## config.mk

```make
export PLATFORM = sky130hd
export DESIGN_NAME = uart_apb_poller
export DESIGN_NICKNAME = d
export VERILOG_FILES = /design/src/rtl/uart_apb_poller_pkg.sv /design/src/rtl/uart_rx_fifo.sv /design/src/rtl/uart_apb_poller.sv
export SDC_FILE = /design/constraint.sdc
export NUM_CORES = 1
export LEC_CHECK = 0
export CAP_MARGIN = 5
export CORE_AREA = 10 10 84 123
export CTS_BUF_LIST = sky130_fd_sc_hd__clkbuf_8
export CTS_CLUSTER_DIAMETER = 100
export DETAILED_ROUTE_END_ITERATION = 8
export DIE_AREA = 0 0 94 133
export DONT_BUFFER_PORTS = 1
export PLACE_DENSITY = 0.63
export SETUP_SLACK_MARGIN = 0.4
export SYNTH_ARGS = -nofsm -noshare
export SYNTH_HDL_FRONTEND = slang
export SYNTH_SLANG_ARGS = --single-unit
```

## constraint.sdc

```tcl
create_clock -name PCLK -period 6.1 [get_ports PCLK]
set_input_delay 0.305 -clock PCLK [delete_from_list [all_inputs] [get_ports PCLK]]
set_output_delay 0.305 -clock PCLK [all_outputs]
set_load 0.01 [all_outputs]
```

## src/rtl/uart_apb_poller_pkg.sv

```systemverilog
// Shared constants and types for the CoreUARTapb polling master.
package uart_apb_poller_pkg;

    localparam int unsigned ADDR_W     = 5;
    localparam int unsigned DATA_W     = 8;
    localparam int unsigned ERR_W      = 3;
    localparam int unsigned RX_W       = 11;
    localparam int unsigned POLL_CNT_W = 8;

    localparam logic [ADDR_W-1:0] ADDR_TXDATA = 5'h00;
    localparam logic [ADDR_W-1:0] ADDR_RXDATA = 5'h04;
    localparam logic [ADDR_W-1:0] ADDR_STATUS = 5'h10;

    localparam int unsigned ST_TXRDY    = 0;
    localparam int unsigned ST_RXRDY    = 1;
    localparam int unsigned ST_PARITY   = 2;
    localparam int unsigned ST_OVERFLOW = 3;
    localparam int unsigned ST_FRAMING  = 4;

    typedef enum logic [2:0] {
        IDLE,
        ST_SETUP,
        ST_ACCESS,
        RX_SETUP,
        RX_ACCESS,
        TX_SETUP,
        TX_ACCESS,
        WAIT
    } state_e;

    // err is {framing, overflow, parity}, taken from the preceding status read
    typedef struct packed {
        logic [ERR_W-1:0]  err;
        logic [DATA_W-1:0] data;
    } rx_entry_t;

endpackage

```

## src/rtl/uart_rx_fifo.sv

```systemverilog
// First-word-fall-through RX FIFO with a registered head entry.
module uart_rx_fifo
    import uart_apb_poller_pkg::*;
#(
    parameter int unsigned DEPTH = 4
) (
    input  logic      clk,
    input  logic      rst,
    input  logic      push,
    input  rx_entry_t push_data,
    input  logic      pop,
    output rx_entry_t head,
    output logic      valid,
    output logic      full
);

    localparam int unsigned PTR_W = $clog2(DEPTH);
    localparam int unsigned CNT_W = PTR_W + 1;

    rx_entry_t        r_mem [DEPTH];
    rx_entry_t        r_head;
    rx_entry_t        w_head_n;
    logic [PTR_W-1:0] r_wr_ptr;
    logic [PTR_W-1:0] r_rd_ptr;
    logic [PTR_W-1:0] w_rd_ptr_n;
    logic [CNT_W-1:0] r_count;
    logic [CNT_W-1:0] w_count_n;
    logic             r_valid;
    logic             w_push;
    logic             w_pop;

    assign full   = (r_count == CNT_W'(DEPTH));
    assign w_push = push && !full;
    assign w_pop  = pop && r_valid;
    assign head   = r_head;
    assign valid  = r_valid;

    // Next head: a push into the slot that becomes the head bypasses the array
    always_comb begin
        w_rd_ptr_n = r_rd_ptr + PTR_W'(w_pop);
        w_count_n  = r_count + CNT_W'(w_push) - CNT_W'(w_pop);
        w_head_n   = r_mem[w_rd_ptr_n];
        if (w_push && (w_rd_ptr_n == r_wr_ptr)) begin
            w_head_n = push_data;
        end
    end

    always_ff @(posedge clk) begin
        if (w_push) begin
            r_mem[r_wr_ptr] <= push_data;
        end
    end

    always_ff @(posedge clk) begin
        if (rst) begin
            r_wr_ptr <= '0;
            r_rd_ptr <= '0;
            r_count  <= '0;
            r_valid  <= 1'b0;
            r_head   <= '0;
        end else begin
            r_wr_ptr <= r_wr_ptr + PTR_W'(w_push);
            r_rd_ptr <= w_rd_ptr_n;
            r_count  <= w_count_n;
            r_valid  <= (w_count_n != '0);
            if (w_count_n != '0) begin
                r_head <= w_head_n;
            end
        end
    end

endmodule

```

## src/rtl/uart_apb_poller.sv

```systemverilog
// APB master that polls CoreUARTapb status, drains RX bytes into a FIFO
// and writes TX stream bytes whenever the UART reports TXRDY.
module uart_apb_poller
    import uart_apb_poller_pkg::*;
#(
    parameter int unsigned POLL_INTERVAL = 16,
    parameter int unsigned RX_DEPTH      = 4
) (
    input  logic              PCLK,
    input  logic              PRESET,
    output logic              PSEL,
    output logic              PENABLE,
    output logic              PWRITE,
    output logic [ADDR_W-1:0] PADDR,
    output logic [DATA_W-1:0] PWDATA,
    input  logic [DATA_W-1:0] PRDATA,
    input  logic              PREADY,
    input  logic              PSLVERR,
    output logic [DATA_W-1:0] rx_data,
    output logic [ERR_W-1:0]  rx_err,
    output logic              rx_valid,
    input  logic              rx_ready,
    input  logic [DATA_W-1:0] tx_data,
    input  logic              tx_valid,
    output logic              tx_ready,
    output logic              apb_err
);

    localparam logic [POLL_CNT_W-1:0] POLL_RELOAD = POLL_CNT_W'(POLL_INTERVAL - 1);

    state_e                r_state;
    logic                  r_psel;
    logic                  r_penable;
    logic                  r_pwrite;
    logic [ADDR_W-1:0]     r_paddr;
    logic [DATA_W-1:0]     r_pwdata;
    logic                  r_tx_ready;
    logic                  r_apb_err;
    logic                  r_prio_tx;
    logic [ERR_W-1:0]      r_status_err;
    logic [POLL_CNT_W-1:0] r_wait_cnt;

    logic      w_rx_ok;
    logic      w_tx_ok;
    logic      w_sel_rx;
    logic      w_push;
    logic      w_fifo_full;
    rx_entry_t w_push_data;
    rx_entry_t w_head;

    assign PSEL     = r_psel;
    assign PENABLE  = r_penable;
    assign PWRITE   = r_pwrite;
    assign PADDR    = r_paddr;
    assign PWDATA   = r_pwdata;
    assign tx_ready = r_tx_ready;
    assign apb_err  = r_apb_err;
    assign rx_data  = w_head.data;
    assign rx_err   = w_head.err;

    // Poll decision; fullness is the registered count, so a same-cycle pop never helps
    assign w_rx_ok  = PRDATA[ST_RXRDY] && !w_fifo_full;
    assign w_tx_ok  = PRDATA[ST_TXRDY] && tx_valid;
    assign w_sel_rx = w_rx_ok && (!w_tx_ok || !r_prio_tx);

    assign w_push           = (r_state == RX_ACCESS) && PREADY && !PSLVERR;
    assign w_push_data.err  = r_status_err;
    assign w_push_data.data = PRDATA;

    uart_rx_fifo #(
        .DEPTH (RX_DEPTH)
    ) u_rx_fifo (
        .clk       (PCLK),
        .rst       (PRESET),
        .push      (w_push),
        .push_data (w_push_data),
        .pop       (rx_ready),
        .head      (w_head),
        .valid     (rx_valid),
        .full      (w_fifo_full)
    );

    always_ff @(posedge PCLK) begin
        if (PRESET) begin
            r_state      <= IDLE;
            r_psel       <= 1'b0;
            r_penable    <= 1'b0;
            r_pwrite     <= 1'b0;
            r_paddr      <= '0;
            r_pwdata     <= '0;
            r_tx_ready   <= 1'b0;
            r_apb_err    <= 1'b0;
            r_prio_tx    <= 1'b0;
            r_status_err <= '0;
            r_wait_cnt   <= '0;
        end else begin
            r_tx_ready <= 1'b0;
            case (r_state)
                IDLE, WAIT: begin
                    if ((r_state == IDLE) || (r_wait_cnt == '0)) begin
                        r_state   <= ST_SETUP;
                        r_psel    <= 1'b1;
                        r_penable <= 1'b0;
                        r_pwrite  <= 1'b0;
                        r_paddr   <= ADDR_STATUS;
                    end else begin
                        r_wait_cnt <= r_wait_cnt - POLL_CNT_W'(1);
                    end
                end
                ST_SETUP: begin
                    r_state   <= ST_ACCESS;
                    r_penable <= 1'b1;
                end
                RX_SETUP: begin
                    r_state   <= RX_ACCESS;
                    r_penable <= 1'b1;
                end
                TX_SETUP: begin
                    r_state   <= TX_ACCESS;
                    r_penable <= 1'b1;
                end
                ST_ACCESS, RX_ACCESS, TX_ACCESS: begin
                    if (PREADY) begin
                        r_penable <= 1'b0;
                        if (PSLVERR) begin
                            r_apb_err  <= 1'b1;
                            r_state    <= WAIT;
                            r_psel     <= 1'b0;
                            r_pwrite   <= 1'b0;
                            r_wait_cnt <= POLL_RELOAD;
                        end else if (r_state != ST_ACCESS) begin
                            // Data moved; poll again straight away
                            r_tx_ready <= (r_state == TX_ACCESS);
                            r_state    <= ST_SETUP;
                            r_pwrite   <= 1'b0;
                            r_paddr    <= ADDR_STATUS;
                        end else begin
                            r_status_err <= PRDATA[ST_FRAMING:ST_PARITY];
                            if (w_sel_rx) begin
                                r_state   <= RX_SETUP;
                                r_paddr   <= ADDR_RXDATA;
                                r_pwrite  <= 1'b0;
                                r_prio_tx <= 1'b1;
                            end else if (w_tx_ok) begin
                                r_state   <= TX_SETUP;
                                r_paddr   <= ADDR_TXDATA;
                                r_pwrite  <= 1'b1;
                                r_pwdata  <= tx_data;
                                r_prio_tx <= 1'b0;
                            end else begin
                                r_state    <= WAIT;
                                r_psel     <= 1'b0;
                                r_wait_cnt <= POLL_RELOAD;
                            end
                        end
                    end
                end
                default: begin
                    r_state   <= IDLE;
                    r_psel    <= 1'b0;
                    r_penable <= 1'b0;
                end
            endcase
        end
    end

endmodule

```

==> flow_summary.yaml, run 1 <==
run_status:
  status: "complete, no violations"
clock_tree:
  cts_buffers: 9
  clkLatencyLatePin_ns: 0.37
  clk_pin_slew_worst_paths_ns: 0.09
  cts.sinks: 93
  clk_path_buf_depth: 2
  htreeDepth: 3
  cts_tree: "done"
  post-cts-setup-buffer-count: 0
  cts_root_buffer: "clkbuf_8"
critical_path:
  r2r_start: "r_state[0]$_SDFFE_PP0P_"
  worstSetupStartpointType: "register"
  cpPeakStageDelay_ns: 0.53
  ff2ff_path_depth: 10
  path_buf_inv: 1
  rr_endpoint: "u_rx_fifo.head[9]$_SDFFE_PP0P_"
  cp_top_family: "simple AND/OR/NAND/NOR gates"
  reg2reg_setup_slack_ns: 2.51
  critPathCaptureType: "register"
  worstPathMaxFanout: 14
  cp_data_arrival_time_ns: 3.81
  path_class: "register to register"
  path_cells: "nand4bb_1, nor3_2, ha_1, inv_1, fa_1, or3b_1, mux2i_1, nor2_1, nand4_1, o221ai_1"
  slowest_stage: "fa_1"
  critPathRequiredTime_ns: 6.32
yosys:
  yosys_warnings: 0
  syn_inst: 333
  avgSynthCellArea_um2: 11.9
  ys_ff_latch: 93
  synth_edf_count: 44
  ys.flop_type: "dfxtp_1"
  netlist_area_um2: 3960
  async_flop_share: 0
  synth_cell_types: 56
  ys_seq_area_frac: 0.581
drt:
  drt_wl_total_um: 8430
  first_iter_violations: 125
  dr.pass1.iters: 4
  wl_per_cell_um: 19.0
  postRouteAntennaNets: 0
  vias_per_cell: 5.67
  dr_total_vias: 2513
  drc: 0
cells_and_area:
  fin_area_um2: 4240
  layout_common_cells: "dfxtp_1 (49), edfxtp_1 (44), nor2_1 (34)"
  stdcell_count: 443
  layout-drive-gt1-share: 0.110
  area_growth_pct: 6.95
  antenna_cells: 0
  num-nets-final: 360
  final_common_cell: "dfxtp_1"
  final_util: 0.516
hold_path:
  hold_path_class: "primary input to register"
  hold_end: "u_rx_fifo.valid$_SDFF_PP0_"
  min_path_cells: 1
  hp-start: "PRESET"
pwr:
  peakVddDrop_v: 0.000221
  power.density_nw_per_um2: 393
  power.leakage_nw: 1.48
  p_clk_frac: 0.241
  power_frac_comb: 0.269
  p_sw_w: 0.000557
  p_int_w: 0.00111
  switching_share: 0.335
  seqPwrFrac: 0.490
global_route:
  grt_pass1_wl_um: 13300
  grt_max_degree: 21
  antenna_found_initial: 0
  overflow: 0
  grt_pass1_vias: 2492
  grt_use_total: 0.139
timing:
  fin_crit_ns: 3.59
  relSlewSlack: 0.235
  hold_ws_ns: 0.0233
  finalSetupViolCount: 0
  fin_setup_tns_ns: 0
  rsz0062_at_grt: "no"
  max_freq_mhz: 278
  worst_slew_pin_slew_ns: 1.14
  report.final.slew_viol_count: 0
  hold_viol: 0
  clock_skew_ns: 0.00794
  period_share: 0.589
floorplanning:
  core_um2: 8210
  dieArea_um2: 12500
  die_w_um: 94
  start_util: 0.483
  ioPinCount: 52
  die_h_um: 133
  rows: 41
placement:
  portBuffers: 0
  place_hpwl_um: 5670
  placed_cells: 425
  place_congestion: 0.778
  dpl-instance-area_um2: 4030
flow_run:
  maxCapViolCount: 0
-- synthesized netlist by cell type, drive strengths merged, types with 4 or more instances --
| library cell | number | area (um^2) |
|---|---|---|
| dfxtp | 49 | 981 |
| inv | 31 | 116 |
| edfxtp | 44 | 1320 |
| nor2 | 34 | 128 |
| xnor2 | 5 | 43.8 |
| mux2i | 10 | 100 |
| or3 | 7 | 43.8 |
| ha | 6 | 75.1 |
| nand3 | 7 | 47.6 |
| nand2 | 20 | 75.1 |
| mux4 | 11 | 248 |
| clkbuf | 7 | 26.3 |
| a21oi | 14 | 70.1 |
| buf | 11 | 77.6 |
| o221ai | 11 | 96.3 |
| nor2b | 4 | 25.0 |
| o21ai | 5 | 25.0 |
| nor3 | 6 | 35.0 |
| nand2b | 4 | 25.0 |
-- worst register-to-register path, stage by stage (launching register included) --
cell       delay (ns)
dfxtp_1          0.47
nand4bb_1        0.30
nor3_2           0.46
ha_1             0.23
inv_1            0.05
fa_1             0.54
or3b_1           0.35
mux2i_1          0.27
nor2_1           0.10
nand4_1          0.42
o221ai_1         0.25
-- per-stage QoR --
stage,total power (W),setup slack (ns)
after detailed placement,0.00128,2.55
after CTS,0.00168,2.50
after floorplan,0.00119,3.15
after global routing,0.00177,2.24
after global placement,0.00127,2.68
final,0.00166,2.51
-- area by class of cell --
type                       count  area, um^2
clock inverter                 7        67.6
timing repair buffer           3        27.5
clock buffer                   9         124
inverter                      32         120
sequential                    93        2300
tap                          107         134
multi-input combinational    192        1460
fill                         755        3970
-- worst max path at each step --
stage | startpoint | endpoint | slack, ns | cells after the start
global route | r_state[0]$_SDFFE_PP0P_ | u_rx_fifo.head[9]$_SDFFE_PP0P_ | 2.24 | 10
detailed placement | r_state[0]$_SDFFE_PP0P_ | u_rx_fifo.head[9]$_SDFFE_PP0P_ | 2.55 | 10
CTS | r_state[0]$_SDFFE_PP0P_ | u_rx_fifo.head[9]$_SDFFE_PP0P_ | 2.50 | 10
global placement | r_state[0]$_SDFFE_PP0P_ | u_rx_fifo.head[9]$_SDFFE_PP0P_ | 2.68 | 10
floorplan | PSLVERR | u_rx_fifo.head[0]$_SDFFE_PP0P_ | 3.15 | 12
finish | r_state[0]$_SDFFE_PP0P_ | u_rx_fifo.head[9]$_SDFFE_PP0P_ | 2.51 | 10
-- registers in the layout (all words and copies together) (netlist names), 3 cells and up --
| signal | flops |
|---|---|
| u_rx_fifo.r_count | 3 |
| r_status_err | 3 |
| u_rx_fifo.head | 11 |
| r_state | 3 |
| u_rx_fifo.r_mem | 44 |
| r_wait_cnt | 8 |
| PWDATA | 8 |
-- power groups by stage --
stage	registers (W)	clock network [W]	logic, W
after floorplan	0.000795	0	0.000394
after CTS	0.000818	0.000410	0.000453
after global placement	0.000829	0	0.000436
final	0.000815	0.000401	0.000448
after global routing	0.000827	0.000438	0.000503
after detailed placement	0.000832	0	0.000448
-- cell families after synthesis --
kind of cell,after synthesis,synth area share
xor+xnor,6,0.0133
other cells,1,0.000947
fa+ha+maj,7,0.0240
buf+inv,50,0.0565
compound gates,57,0.110
flops,93,0.581
simple gates,98,0.126
mux,21,0.0878
-- metal layers --
layer  track usage  up-vias  part of all wire
met5             0        -                 0
met4        0.0856        0             0.030
met3        0.0425       23             0.066
met2         0.229       73              0.52
met1         0.150     1221              0.39
li1              -     1196                 -
-- timing repair --
action                    in CTS  in global routing
hold endpoints to repair      20                  0
resized for setup              0                  0
hold buffers                   2                  0
(Power assumes the default switching activity.)
==> run 2: changes to the inputs <==
--- a/config.mk
+++ b/config.mk
@@ -5,14 +5,15 @@
 export SDC_FILE = /design/constraint.sdc
 export NUM_CORES = 1
 export LEC_CHECK = 0
+export ABC_AREA = 1
 export CAP_MARGIN = 5
-export CORE_AREA = 10 10 84 123
+export CORE_AREA = 10 10 86 125
 export CTS_BUF_LIST = sky130_fd_sc_hd__clkbuf_8
 export CTS_CLUSTER_DIAMETER = 100
 export DETAILED_ROUTE_END_ITERATION = 8
-export DIE_AREA = 0 0 94 133
+export DIE_AREA = 0 0 96 135
 export DONT_BUFFER_PORTS = 1
-export PLACE_DENSITY = 0.63
+export PLACE_DENSITY = 0.65
 export SETUP_SLACK_MARGIN = 0.4
 export SYNTH_ARGS = -nofsm -noshare
 export SYNTH_HDL_FRONTEND = slang
==> constraint.sdc (replaced) <==
create_clock -name PCLK -period 3.25 [get_ports PCLK]
set_input_delay 0.1625 -clock PCLK [delete_from_list [all_inputs] [get_ports PCLK]]
set_output_delay 0.1625 -clock PCLK [all_outputs]
set_load 0.01 [all_outputs]
==> run 2 against run 1 <==
Against the previous run: hold slack worse by 0.010 ns; first-iteration DRC count up 11%; synthesized cell count up 48%; sequential power up 91%; core utilization up 3.6 points; largest cell class unchanged; total power up 120%; highest routed layer unchanged; critical path type unchanged; die area up 3.7%; via count up 29%; clock power up 83%; register-to-register slack worse by 1.7 ns; final cell count up 42%.
==> flow_summary.yaml, run 2 <==
yosys:
  synthSimpleGateAreaFrac: 0.275
  yosys_warnings: 0
  synthAdderAreaFrac: 0.0228
  async_flop_share: 0
  yosysMostFrequentCell: "nand2_1"
  ys_top_cells_by_area: "edfxtp_1 (32%), dfxtp_1 (24%), nand2_1 (14%)"
  ys.flop_type: "dfxtp_1"
  synth_edf_count: 44
  ys_ff_latch: 93
  synth_top_family_by_area: "simple AND/OR/NAND/NOR gates"
  synthMuxAreaShare: 0
  syn_inst: 494
  synth-compound-area-share: 0.0649
  avgSynthCellArea_um2: 8.43
  ys_seq_area_frac: 0.553
  yosysTopAreaCell: "edfxtp_1"
  netlist_area_um2: 4160
  synth_top_area_frac: 0.317
  synth_cell_types: 30
  synth.cells.most_frequent: "nand2_1 (156), nor2_1 (57), dfxtp_1 (49)"
  synthXorXnorAreaFrac: 0.0105
critical_path:
  cp_data_arrival_time_ns: 2.72
  path_cells: "or2_4, nor3_4, ha_1, inv_1, fa_1, inv_1, nor2_1, nand2_1, nand2_1, inv_1, nand3_1, nand2_1"
  cp_top_family: "simple AND/OR/NAND/NOR gates"
  path_buf_inv: 3
  path_class: "register to register"
  critPathRequiredTime_ns: 3.51
  worstPathMaxFanout: 12
  critPathCaptureType: "register"
  cpPeakStageDelay_ns: 0.52
  worstSetupStartpointType: "register"
  slowest_stage: "fa_1"
clock_tree:
  clk_path_buf_depth: 2
  clk_pin_slew_worst_paths_ns: 0.08
  cts_root_buffer: "clkbuf_8"
  cts.sinks: 93
  clkLatencyLatePin_ns: 0.36
  post-cts-setup-buffer-count: 0
  htreeDepth: 3
  cts_buffers: 9
  cts_tree: "done"
floorplanning:
  ioPinCount: 52
  die_w_um: 96
  start_util: 0.495
  core_um2: 8410
  die_h_um: 135
  rows: 41
  dieArea_um2: 13000
timing:
  worst_slew_pin_slew_ns: 0.818
  clock_skew_ns: 0.00748
  relSlewSlack: 0.454
  fin_crit_ns: 2.46
  fin_setup_tns_ns: 0
  max_freq_mhz: 407
  finalSetupViolCount: 0
  report.final.slew_viol_count: 0
  hold_viol: 0
  period_share: 0.757
  rsz0062_at_grt: "no"
  hold_ws_ns: 0.0132
drt:
  drt_wl_total_um: 9880
  dr_total_vias: 3236
  drc: 0
  postRouteAntennaNets: 0
  wl_per_cell_um: 15.7
  vias_per_cell: 5.14
  first_iter_violations: 139
  dr.pass1.iters: 5
cells_and_area:
  layout-drive-gt1-share: 0.0688
  final_common_cell: "nand2_1"
  antenna_cells: 0
  regMostFlops: "u_rx_fifo.r_mem"
  largest_register_ffs: 44
  area_growth_pct: 11.6
  final_util: 0.552
  layout_common_cells: "nand2_1 (156), nor2_1 (57), dfxtp_1 (49), inv_1 (49), edfxtp_1 (44)"
  num-nets-final: 547
global_route:
  overflow: 0
  grt_use_total: 0.159
  antenna_found_initial: 0
  grt_pass1_vias: 3125
  grt_pass1_wl_um: 15700
  grt_max_degree: 26
hold_path:
  hold_path_class: "primary input to register"
run_status:
  status: "complete, no violations"
pwr:
  power.density_nw_per_um2: 771
  power.leakage_nw: 2.02
  peakVddDrop_v: 0.000447
flow_run:
  maxCapViolCount: 0
placement:
  place_hpwl_um: 6680
  portBuffers: 0
  place_congestion: 0.854
-- run 2: changes by cell type in the layout (fill, tap and decap cells not counted), sizes merged, moves of 10 or more --
cell         before  now
o21ai             5   30
mux2i            10    0
nor2             34   60
o221ai           11    0
mux4             11    0
dlygate4sd3       2   21
inv              32   53
nand3             7   40
nand2            20  156
-- run 2: final timing paths --
path | startpoint | to | slack [ns] | cells after the start
setup / recovery | r_state[1]$_SDFFE_PP0P_ | u_rx_fifo.head[7]$_SDFFE_PP0P_ | 0.79 | 12
hold / removal | PRDATA[0] | u_rx_fifo.head[0]$_SDFFE_PP0P_ | 0.01 | 4
setup reg to reg | r_state[1]$_SDFFE_PP0P_ | u_rx_fifo.head[7]$_SDFFE_PP0P_ | 0.79 | 12
hold reg to reg | r_prio_tx$_SDFFE_PP0P_ | r_prio_tx$_SDFFE_PP0P_ | 0.49 | 2
-- run 2: cell type report --
type | instances | area, um^2
clock inverter | 7 | 61.3
inverter | 49 | 184
sequential | 93 | 2300
multi-input combinational | 335 | 1560
tap | 107 | 134
clock buffer | 9 | 124
fill | 804 | 3770
timing repair buffer | 30 | 278
-- run 2: worst reg2reg max path: stages, from the launching register on --
cell,delay (ns)
dfxtp_1,0.40
or2_4,0.27
nor3_4,0.26
ha_1,0.19
inv_1,0.05
fa_1,0.52
inv_1,0.04
nor2_1,0.08
nand2_1,0.07
nand2_1,0.06
inv_1,0.20
nand3_1,0.15
nand2_1,0.06
-- run 2: what timing repair did --
item | CTS | global route
endpoints found under the hold margin | 57 | 0
hold buffers | 21 | 0
gates resized for setup | 0 | 0
-- run 2: through the flow --
stage / power (W) / cell area, um^2 / setup slack, ns / instances
floorplan: 0.00259 / 4170 / 0.991 / 496
global placement: 0.00283 / 4250 / 0.868 / 593
detailed placement: 0.00285 / 4250 / 0.807 / 593
CTS: 0.00361 / 4650 / 0.790 / 630
global route: 0.00388 / 4650 / 0.540 / 630
finish: 0.00358 / 4650 / 0.791 / 630
-- run 2: power by group --
group          switching, W  internal, W
combinational      0.000836     0.000461
sequential         0.000174      0.00138
clock              0.000386     0.000346
-- run 2: kinds of logic after synthesis --
| logic type | count (synthesis) |
|---|---|
| simple gates | 271 |
| flops | 93 |
| buf+inv | 68 |
| compound gates | 49 |
| fa+ha+maj | 7 |
| xor+xnor | 5 |
| other cells | 1 |
-- run 2: layer usage --
metal	global-route usage	share of wire	routed length [um]	vias to the layer above
li1	-	-	-	1636
met1	0.166	0.38	3720	1502
met2	0.277	0.54	5300	73
met3	0.0366	0.049	483	25
met4	0.0979	0.038	377	0
met5	0	0	0	-
==> run 3: changes to the inputs <==
==> constraint.sdc (replaced) <==
create_clock -name PCLK -period 2.1 [get_ports PCLK]
set_input_delay 0.105 -clock PCLK [delete_from_list [all_inputs] [get_ports PCLK]]
set_output_delay 0.105 -clock PCLK [all_outputs]
set_load 0.01 [all_outputs]
==> run 3 against run 2 <==
Against the previous run: the run now ends with hold timing, setup timing left; flip-flop and latch count stayed put; count of clock-buffer cells in the layout did not move; hold slack got worse by 0.20 ns; register-to-register slack lost 0.82 ns; core utilization increased by 4.9 points; setup slack got worse by 0.82 ns; total power rose by 74%; clock skew grew 0.0016 ns; non-clock buffer count is 19 higher; wire length is 0.65% higher; highest routed layer unchanged.
==> flow_summary.yaml, run 3 (same netlist as run 2, synthesis figures left out) <==
critical_path:
  cp_data_arrival_time_ns: 2.42
  ff2ff_path_depth: 12
  reg2reg_setup_slack_ns: -0.03
  crit_end: "u_rx_fifo.head[4]$_SDFFE_PP0P_"
  critPathCaptureType: "register"
  path_cells: "or2_4, nor3_4, ha_2, inv_2, fa_1, inv_1, nor2_1, nand2_2, nor2_4, buf_6, nand2_1, nand2_1"
  critPathMostFrequentCell: "nand2_1"
  worstSetupStartpointType: "register"
  cpPeakStageDelay_ns: 0.50
  critPathLaunch: "r_state[1]$_SDFFE_PP0P_"
  path_class: "register to register"
  r2r_start: "r_state[1]$_SDFFE_PP0P_"
  slowest_stage: "fa_1"
  worstPathMaxFanout: 6
  critPathRequiredTime_ns: 2.40
  rr_endpoint: "u_rx_fifo.head[4]$_SDFFE_PP0P_"
cells_and_area:
  largest_register_ffs: 44
  area_growth_pct: 21.6
  antenna_cells: 0
  layout-drive-gt1-share: 0.166
  stdcell_count: 649
  multi_input_area_um2: 1710
  fillers: 761
  regMostFlops: "u_rx_fifo.r_mem"
  final_common_cell: "nand2_1"
  num-nets-final: 566
  regArea_um2: 2310
  layout_common_cells: "nand2_1 (151), nor2_1 (54), dfxtp_1 (45)"
global_route:
  grt_max_degree: 24
  grt_use_total: 0.164
  grt_pass1_vias: 3324
  grt_pass1_wl_um: 16500
  overflow: 0
  antenna_found_initial: 0
pwr:
  power.density_nw_per_um2: 1230
  finalPower_w: 0.00625
  power.leakage_nw: 2.16
  peakVddDrop_v: 0.00105
placement:
  place_ws_ns: -0.0688
  place_hpwl_um: 6920
  place_congestion: 0.856
  placed_cells: 604
  portBuffers: 0
timing:
  worst_slew_pin_slew_ns: 0.511
  relSlewSlack: 0.658
  rsz0062_at_grt: "yes"
  hold_ws_ns: -0.192
  period_share: 1.01
  finalSetupViolCount: 6
  fin_crit_ns: 2.13
  hold_viol: 16
  clock_skew_ns: 0.00911
  max_freq_mhz: 470
  fin_setup_tns_ns: -0.0846
  report.final.slew_viol_count: 0
  setup_ws_ns: -0.0268
clock_tree:
  htreeDepth: 3
  cts_buffers: 9
  cts_tree: "done"
  clkLatencyLatePin_ns: 0.35
  cts_root_buffer: "clkbuf_8"
  hold_buffers: 19
  cts.sinks: 93
  clk_pin_slew_worst_paths_ns: 0.09
  clk_path_buf_depth: 2
flow_run:
  maxCapViolCount: 0
floorplanning:
  rows: 41
  start_util: 0.495
  dieArea_um2: 13000
  ioPinCount: 52
  die_w_um: 96
  core_um2: 8410
  die_h_um: 135
drt:
  dr.pass1.iters: 5
  drc: 0
  postRouteAntennaNets: 0
  dr_total_vias: 3329
  wl_per_cell_um: 15.3
  first_iter_violations: 129
  drt_wl_total_um: 9950
  vias_per_cell: 5.13
hold_path:
  hold_path_class: "primary input to register"
  hp-start: "PRESET"
run_status:
  violations: "hold timing, setup timing"
  status: "finished, violations left"
-- run 3: changes by cell type in the layout (fill, tap and decap cells not counted), sizes merged --
cell | before | now
bufinv | 1 | 3
dlygate4sd3 | 21 | 19
clkinv | 1 | 0
inv | 53 | 51
clkinvlp | 1 | 2
buf | 9 | 30
-- run 3: layer usage --
metal / share of wire / wire, um / vias to the layer above / GRT usage
met5: 0 / 0 / - / 0
met3: 0.055 / 551 / 26 / 0.0411
li1: - / - / 1679 / -
met1: 0.38 / 3770 / 1536 / 0.174
met4: 0.042 / 416 / 0 / 0.0970
met2: 0.52 / 5210 / 88 / 0.280
-- run 3: worst min path at each step --
stage,endpoint,slack [ns],cells past startpoint
2_1_floorplan,u_rx_fifo.r_mem[0][0]$_DFFE_PP_,0.20,0
3_3_place_gp,r_wait_cnt[7]$_SDFFE_PP0P_,0.18,1
3_5_place_dp,r_wait_cnt[5]$_SDFFE_PP0P_,0.18,1
4_1_cts,u_rx_fifo.r_count[1]$_SDFF_PP0_,-0.21,1
5_1_grt,u_rx_fifo.r_count[1]$_SDFF_PP0_,-0.22,1
6_report,u_rx_fifo.r_count[1]$_SDFF_PP0_,-0.19,1
-- run 3: layout make-up --
| type | count | area share |
|---|---|---|
| sequential | 93 | 0.456 |
| multi-input combinational | 335 | 0.338 |
| timing repair buffer | 49 | 0.0929 |
| inverter | 49 | 0.0400 |
| tap | 107 | 0.0264 |
| clock buffer | 9 | 0.0245 |
| clock inverter | 7 | 0.0225 |
-- run 3: timing repair --
item	CTS	global route
hold endpoints to repair	70	16
setup endpoints to repair	54	69
gates resized for setup	29	19
cloned	1	0
pin swaps	3	9
buffers inserted	4	5
-- run 3: report_power, final --
group,internal (W),switching [W],total (W)
clock network,0.000786,0.000590,0.00138
registers,0.00214,0.000254,0.00240
logic,0.000990,0.00149,0.00248
total,0.00392,0.00233,0.00625
-- run 3: through the flow --
step            util  instance area (um^2)
4_1_cts        0.589                  4960
3_5_place_dp   0.524                  4410
2_1_floorplan      -                  4220
5_1_grt        0.602                  5060
3_3_place_gp   0.524                  4410
6_report       0.602                  5060
-- run 3: worst max-delay path, delay by kind of cell (launching register included) --
family	cells	cell delay, ns
flip-flops	1	0.33
adder cells (fa/ha/maj)	2	0.71
AND/OR/NAND/NOR	7	0.82
buffers and inverters	3	0.22
